$ cat src/rtl/vga_fb_pkg.sv
// Shared definitions for the VGA/CPU framebuffer memory arbiter.
package vga_fb_pkg;

    localparam int unsigned AW_DEF     = 12;
    localparam int unsigned DW_DEF     = 32;
    localparam int unsigned FDEPTH_DEF = 4;

    localparam logic [11:0] FB_BASE = 12'hC00;

    typedef enum logic [1:0] {
        IDLE     = 2'd0,
        VGA_WAIT = 2'd1,
        CPU_WAIT = 2'd2
    } arb_state_t;

endpackage

$ cat src/rtl/vga_fb_wfifo.sv
// Posted-write FIFO holding {addr, data} store entries for the arbiter.
module vga_fb_wfifo
    import vga_fb_pkg::*;
#(
    parameter int unsigned W     = AW_DEF + DW_DEF,
    parameter int unsigned DEPTH = FDEPTH_DEF
) (
    input  logic         clock,
    input  logic         reset,
    input  logic         push,
    input  logic         pop,
    input  logic [W-1:0] din,
    output logic [W-1:0] dout,
    output logic         full,
    output logic         empty
);

    localparam int unsigned PW = $clog2(DEPTH);

    // Extra MSB on each pointer distinguishes full from empty.
    logic [PW:0]  wr_ptr;
    logic [PW:0]  rd_ptr;
    logic [W-1:0] store [DEPTH];

    always_ff @(posedge clock or posedge reset) begin
        if (reset) begin
            wr_ptr <= '0;
            rd_ptr <= '0;
        end else begin
            if (push) wr_ptr <= wr_ptr + 1'b1;
            if (pop)  rd_ptr <= rd_ptr + 1'b1;
        end
    end

    always_ff @(posedge clock) begin
        if (push) store[wr_ptr[PW-1:0]] <= din;
    end

    assign dout  = store[rd_ptr[PW-1:0]];
    assign empty = (wr_ptr == rd_ptr);
    assign full  = (wr_ptr == {~rd_ptr[PW], rd_ptr[PW-1:0]});

endmodule

$ cat src/rtl/vga_fb_arbiter.sv
// Single-port memory arbiter: VGA word fetches first, CPU loads next, posted CPU stores drained when idle.
module vga_fb_arbiter
    import vga_fb_pkg::*;
#(
    parameter int unsigned AW     = AW_DEF,
    parameter int unsigned DW     = DW_DEF,
    parameter int unsigned FDEPTH = FDEPTH_DEF
) (
    input  logic          clock,
    input  logic          reset,
    input  logic [AW-1:0] vga_addr,
    output logic [DW-1:0] vga_data,
    output logic          vga_stale,
    input  logic [AW-1:0] cpu_addr,
    input  logic [DW-1:0] cpu_wdata,
    input  logic          cpu_we,
    input  logic          cpu_re,
    output logic [DW-1:0] cpu_rdata,
    output logic          cpu_stall,
    output logic [AW-1:0] mem_addr,
    output logic [DW-1:0] mem_wdata,
    output logic          mem_we,
    input  logic [DW-1:0] mem_q
);

    arb_state_t    state;
    arb_state_t    state_next;
    logic [AW-1:0] tag;
    logic [AW-1:0] fetched_addr;
    logic          fetched_valid;
    logic [DW-1:0] rdata_q;

    logic             push;
    logic             pop;
    logic             full;
    logic             empty;
    logic [AW+DW-1:0] head;
    logic [AW-1:0]    head_addr;
    logic [DW-1:0]    head_data;

    vga_fb_wfifo #(
        .W     (AW + DW),
        .DEPTH (FDEPTH)
    ) u_wfifo (
        .clock (clock),
        .reset (reset),
        .push  (push),
        .pop   (pop),
        .din   ({cpu_addr, cpu_wdata}),
        .dout  (head),
        .full  (full),
        .empty (empty)
    );

    assign {head_addr, head_data} = head;
    assign vga_stale = !fetched_valid || (vga_addr != fetched_addr);

    always_comb begin
        state_next = state;
        pop        = 1'b0;
        mem_addr   = '0;
        mem_wdata  = '0;
        mem_we     = 1'b0;
        unique case (state)
            IDLE: begin
                if (vga_stale) begin
                    mem_addr   = vga_addr;
                    state_next = VGA_WAIT;
                end else if (cpu_re && !cpu_we && empty) begin
                    mem_addr   = cpu_addr;
                    state_next = CPU_WAIT;
                end else if (!empty) begin
                    pop       = 1'b1;
                    mem_addr  = head_addr;
                    mem_wdata = head_data;
                    mem_we    = 1'b1;
                end
            end
            VGA_WAIT: state_next = IDLE;
            CPU_WAIT: state_next = IDLE;
            default:  state_next = IDLE;
        endcase
        // The memory port is combinational from state, so hold it quiet while reset is applied.
        if (reset) begin
            pop       = 1'b0;
            mem_addr  = '0;
            mem_wdata = '0;
            mem_we    = 1'b0;
        end
    end

    // A full FIFO still accepts a store in a cycle where it is also popping.
    assign push      = cpu_we && (!full || pop);
    assign cpu_stall = cpu_we ? (full && !pop) : (cpu_re && (state != CPU_WAIT));
    assign cpu_rdata = (state == CPU_WAIT) ? mem_q : rdata_q;

    always_ff @(posedge clock or posedge reset) begin
        if (reset) begin
            state         <= IDLE;
            tag           <= '0;
            fetched_addr  <= '0;
            fetched_valid <= 1'b0;
            vga_data      <= '0;
            rdata_q       <= '0;
        end else begin
            state <= state_next;
            if (state == IDLE && vga_stale) tag <= vga_addr;
            if (state == VGA_WAIT) begin
                vga_data      <= mem_q;
                fetched_addr  <= tag;
                fetched_valid <= 1'b1;
            end else if (pop && fetched_valid && (head_addr == fetched_addr)) begin
                fetched_valid <= 1'b0;
            end
            if (state == CPU_WAIT) rdata_q <= mem_q;
        end
    end

endmodule

$ cat config.mk
export PLATFORM = sky130hd
export DESIGN_NAME = vga_fb_arbiter
export DESIGN_NICKNAME = d
export VERILOG_FILES = /design/src/rtl/vga_fb_pkg.sv /design/src/rtl/vga_fb_wfifo.sv /design/src/rtl/vga_fb_arbiter.sv
export SDC_FILE = /design/constraint.sdc
export NUM_CORES = 1
export LEC_CHECK = 0
export ABC_AREA = 1
export BUFFER_PORTS_ARGS = -buffer_cell sky130_fd_sc_hd__buf_4
export CAP_MARGIN = 0
export CORE_MARGIN = 2
export CORE_UTILIZATION = 42
export DETAILED_ROUTE_END_ITERATION = 7
export GPL_ROUTABILITY_DRIVEN = 0
export GPL_TIMING_DRIVEN = 0
export PLACE_DENSITY = 0.7
export REMOVE_ABC_BUFFERS = 1
export SLEW_MARGIN = 20
export SYNTH_ARGS = -nofsm -noshare
export SYNTH_HDL_FRONTEND = slang
export SYNTH_SLANG_ARGS = --single-unit
$ cat constraint.sdc
create_clock -name clock -period 3.88 [get_ports clock]
set_input_delay 0.194 -clock clock [delete_from_list [all_inputs] [get_ports clock]]
set_output_delay 0.194 -clock clock [all_outputs]
set_load 0.03 [all_outputs]
==> impl_metrics.env <==
export IMPL_clock_latency_ns=0.56
export IMPL_rows=60
export IMPL_synthMuxAreaShare=0
export IMPL_core_sq_mm=0.0268
export IMPL_antenna_found_initial=2
export IMPL_drive_above_1_share=0.207
export IMPL_synth_area_leader_cell="edfxtp_1"
export IMPL_synth_top_cell_area_share=0.463
export IMPL_synth_area_top_cells="edfxtp_1 46%, dfrtp_1 21%, nand2_1 9.3%"
export IMPL_power_density_mw_per_mm2=497
export IMPL_min_period_over_period=0.953
export IMPL_setup_viol=0
export IMPL_rsz0062_at_grt="no"
export IMPL_clock_sinks=273
export IMPL_worstMarginPinSlew_ns=0.961
export IMPL_cts_tree="built"
export IMPL_start_kind="flop"
export IMPL_hpwl_um=18100
export IMPL_synthXorXnorAreaFrac=0.00153
export IMPL_wire_per_inst_um=16.8
export IMPL_synthSimpleGateAreaFrac=0.185
export IMPL_vias_per_cell=5.03
export IMPL_cp_required_ns=3.69
export IMPL_hold_viol_final=0
export IMPL_use_met2=0.356
export IMPL_synth_seq_cells=273
export IMPL_yosys_warnings=0
export IMPL_use_met1=0.275
export IMPL_finClkSkew_ns=0.0161
export IMPL_crit_type="flop to primary output"
export IMPL_met3_usage=0.0264
export IMPL_cts_reportedPaths_clkPinSlew_ns=0.06
export IMPL_leakagePower_nw=6.56
export IMPL_cp_arrival_ns=3.50
export IMPL_busiest_layer="met2"
export IMPL_drv_cap=0
export IMPL_fp_dieH_um=169
export IMPL_relSlewSlack=0.359
export IMPL_grt_max_degree=91
export IMPL_max_freq_mhz=270
export IMPL_drc=0
export IMPL_period_needed_ns=3.70
export IMPL_numCtsBuffers=29
export IMPL_syn_avg_cell_area_sq_um=10.2
export IMPL_synth_compound_area_frac=0.0839
export IMPL_synth_area_sq_mm=0.0114
export IMPL_clk_path_buf_depth=3
export IMPL_first_pass_iters=5
export IMPL_ir_worst_vdd_uv=350
export IMPL_die_w_um=169
export IMPL_drt_total_wl_um=29800
export IMPL_ys_async_sr_fraction=0.355
export IMPL_drt_iter0_drc=684
export IMPL_holdCritPathClass="input pin to flop"
export IMPL_first_global_vias=8883
export IMPL_synth_edf_count=176
export IMPL_synth_adder_area_share=0.00548
export IMPL_ios=203
export IMPL_synth_cell_types=29
export IMPL_design_die_area_sq_mm=0.0285
export IMPL_ant_nets=0
export IMPL_status="finished clean"
export IMPL_synthFlopType="edfxtp_1"
export IMPL_power_mw=7.67
export IMPL_overflow=0
export IMPL_io_buffers=202
export IMPL_slew_viol_final=0
export IMPL_h_tree_depth=1
export IMPL_final_nets=1506
export IMPL_grt_pass1_wl_um=46600
export IMPL_cts_root_buf="clkbuf_16"
export IMPL_final_util=0.576
export IMPL_grt_usage=0.208
export IMPL_cp_max_fo=46
export IMPL_syn_instance_count=1120
export IMPL_critPathCaptureType="primary output"
export IMPL_area_growth_pct=35.2
export IMPL_vias=8930
export IMPL_start_util=0.426
export IMPL_ys_seq_area_frac=0.675
export IMPL_synth_top_family_by_area="simple AND/OR/NAND/NOR gates"
==> sequential cells by signal, summed over array words and instances (netlist names) <==
name            count
tag                12
fetched_valid       1
vga_data           32
u_wfifo.rd_ptr      3
rdata_q            32
u_wfifo.store     176
u_wfifo.wr_ptr      3
state               2
fetched_addr       12
==> worst max-delay path, stage by stage, from the launching register on <==
cell     delay, ns
dfrtp_4       0.62
buf_12        0.24
inv_6         0.37
nand2_2       0.09
nand2_2       0.10
nand3_4       0.24
nor2_4        0.44
nand2_1       0.09
nand2_1       0.07
nand2_1       0.05
a21oi_1       0.37
buf_4         0.24
==> cells by family after synthesis <==
kind of cell | after synthesis
DFF | 273
and+or+nand+nor | 523
buffers and inverters | 126
xor gates and xnor gates | 2
AOI/OAI and AO/OA | 191
adders and majority gates | 5
==> path summary, 6_finish.rpt <==
check	slack, ns	from	end	cells after the start
worst max-delay path	0.18	u_wfifo.rd_ptr[1]$_DFFE_PP0P_	mem_addr[10]	11
worst min-delay path	0.05	cpu_re	state[1]$_DFFE_PP0P_	5
worst max register to register	0.53	u_wfifo.rd_ptr[1]$_DFFE_PP0P_	u_wfifo.store[1][26]$_DFFE_PP_	13
worst min register to register	0.48	vga_data[29]$_DFFE_PP0P_	vga_data[29]$_DFFE_PP0P_	2
max in group asynchronous	3.00	reset	vga_data[16]$_DFFE_PP0P_	4
min in group asynchronous	0.23	reset	tag[10]$_DFFE_PP0P_	3
==> through the flow <==
step / instance area [sq um] / hold WS (ns) / setup WS (ns) / TNS, ns / cells
finish: 15400 / 0.0488 / 0.182 / 0 / 1775
global route: 15400 / 0.0800 / 0.0271 / 0 / 1775
CTS: 15400 / 0.0357 / 0.0686 / 0 / 1770
detailed placement: 13400 / 0.262 / -0.427 / -32.63 / 1623
global placement: 13100 / 0.395 / -5.81 / -1148.30 / 1611
floorplan: 11100 / 0.293 / -1.95 / -349.42 / 1068
==> layer usage <==
| metal | vias up | part of all wire |
|---|---|---|
| li1 | 4306 | - |
| met1 | 4319 | 0.44 |
| met2 | 245 | 0.49 |
| met3 | 60 | 0.047 |
| met4 | 0 | 0.026 |
| met5 | - | 0 |
==> layout make-up <==
class,count,area (sq um)
Fill cell,2230,11400
Sequential cell,273,7720
Multi-Input combinational cell,722,3220
Timing Repair Buffer,309,2780
Clock buffer,44,855
Tap cell,341,427
Inverter,74,295
Clock inverter,10,150
Antenna cell,2,5.00
==> placed cells by master (no fill, tap or decap), types with 2 or more instances in the layout <==
master | netlist | final
a21oi_1 | 56 | 56
buf_12 | 0 | 5
buf_16 | 0 | 8
buf_4 | 11 | 205
bufinv_16 | 0 | 3
clkbuf_1 | 21 | 10
clkbuf_16 | 0 | 31
clkbuf_8 | 0 | 3
clkinv_1 | 0 | 2
clkinvlp_4 | 0 | 2
dfrtp_1 | 97 | 95
dfrtp_4 | 0 | 2
diode_2 | 0 | 2
dlygate4sd3_1 | 0 | 90
edfxtp_1 | 176 | 176
ha_1 | 5 | 5
inv_1 | 61 | 60
inv_2 | 11 | 11
inv_6 | 0 | 2
inv_8 | 0 | 2
nand2_1 | 283 | 282
nand2_2 | 7 | 7
nand2_4 | 1 | 2
nand3_1 | 53 | 53
nand3b_1 | 2 | 2
nand4_4 | 1 | 2
nor2_1 | 167 | 163
nor2_2 | 4 | 3
nor2_4 | 0 | 5
o21ai_0 | 133 | 133
xor2_1 | 2 | 2
==> report_power, final <==
group	leakage (nW)	internal, mW	switching (mW)
combinational	3.43	0.431	0.714
clock	0.482	1.73	1.14
sequential	2.65	3.53	0.122
==> cell usage after synthesis (5+ instances only) <==
library cell	number
buf_2	10
nand2_1	283
ha_1	5
inv_1	61
a21oi_1	56
buf_4	11
nand3_1	53
edfxtp_1	176
clkbuf_1	21
o21ai_0	133
inv_2	11
buf_1	7
nand2_2	7
nor2_1	167
dfrtp_1	97
==> what timing repair did <==
action	4_1_cts	5_1_grt
pin swaps	2	0
buffers inserted	2	3
resized for setup	3	3
hold endpoints to repair	273	0
hold buffers	90	0
cloned	1	0
endpoints found under the setup margin	187	72
(Power assumes the default switching activity.)
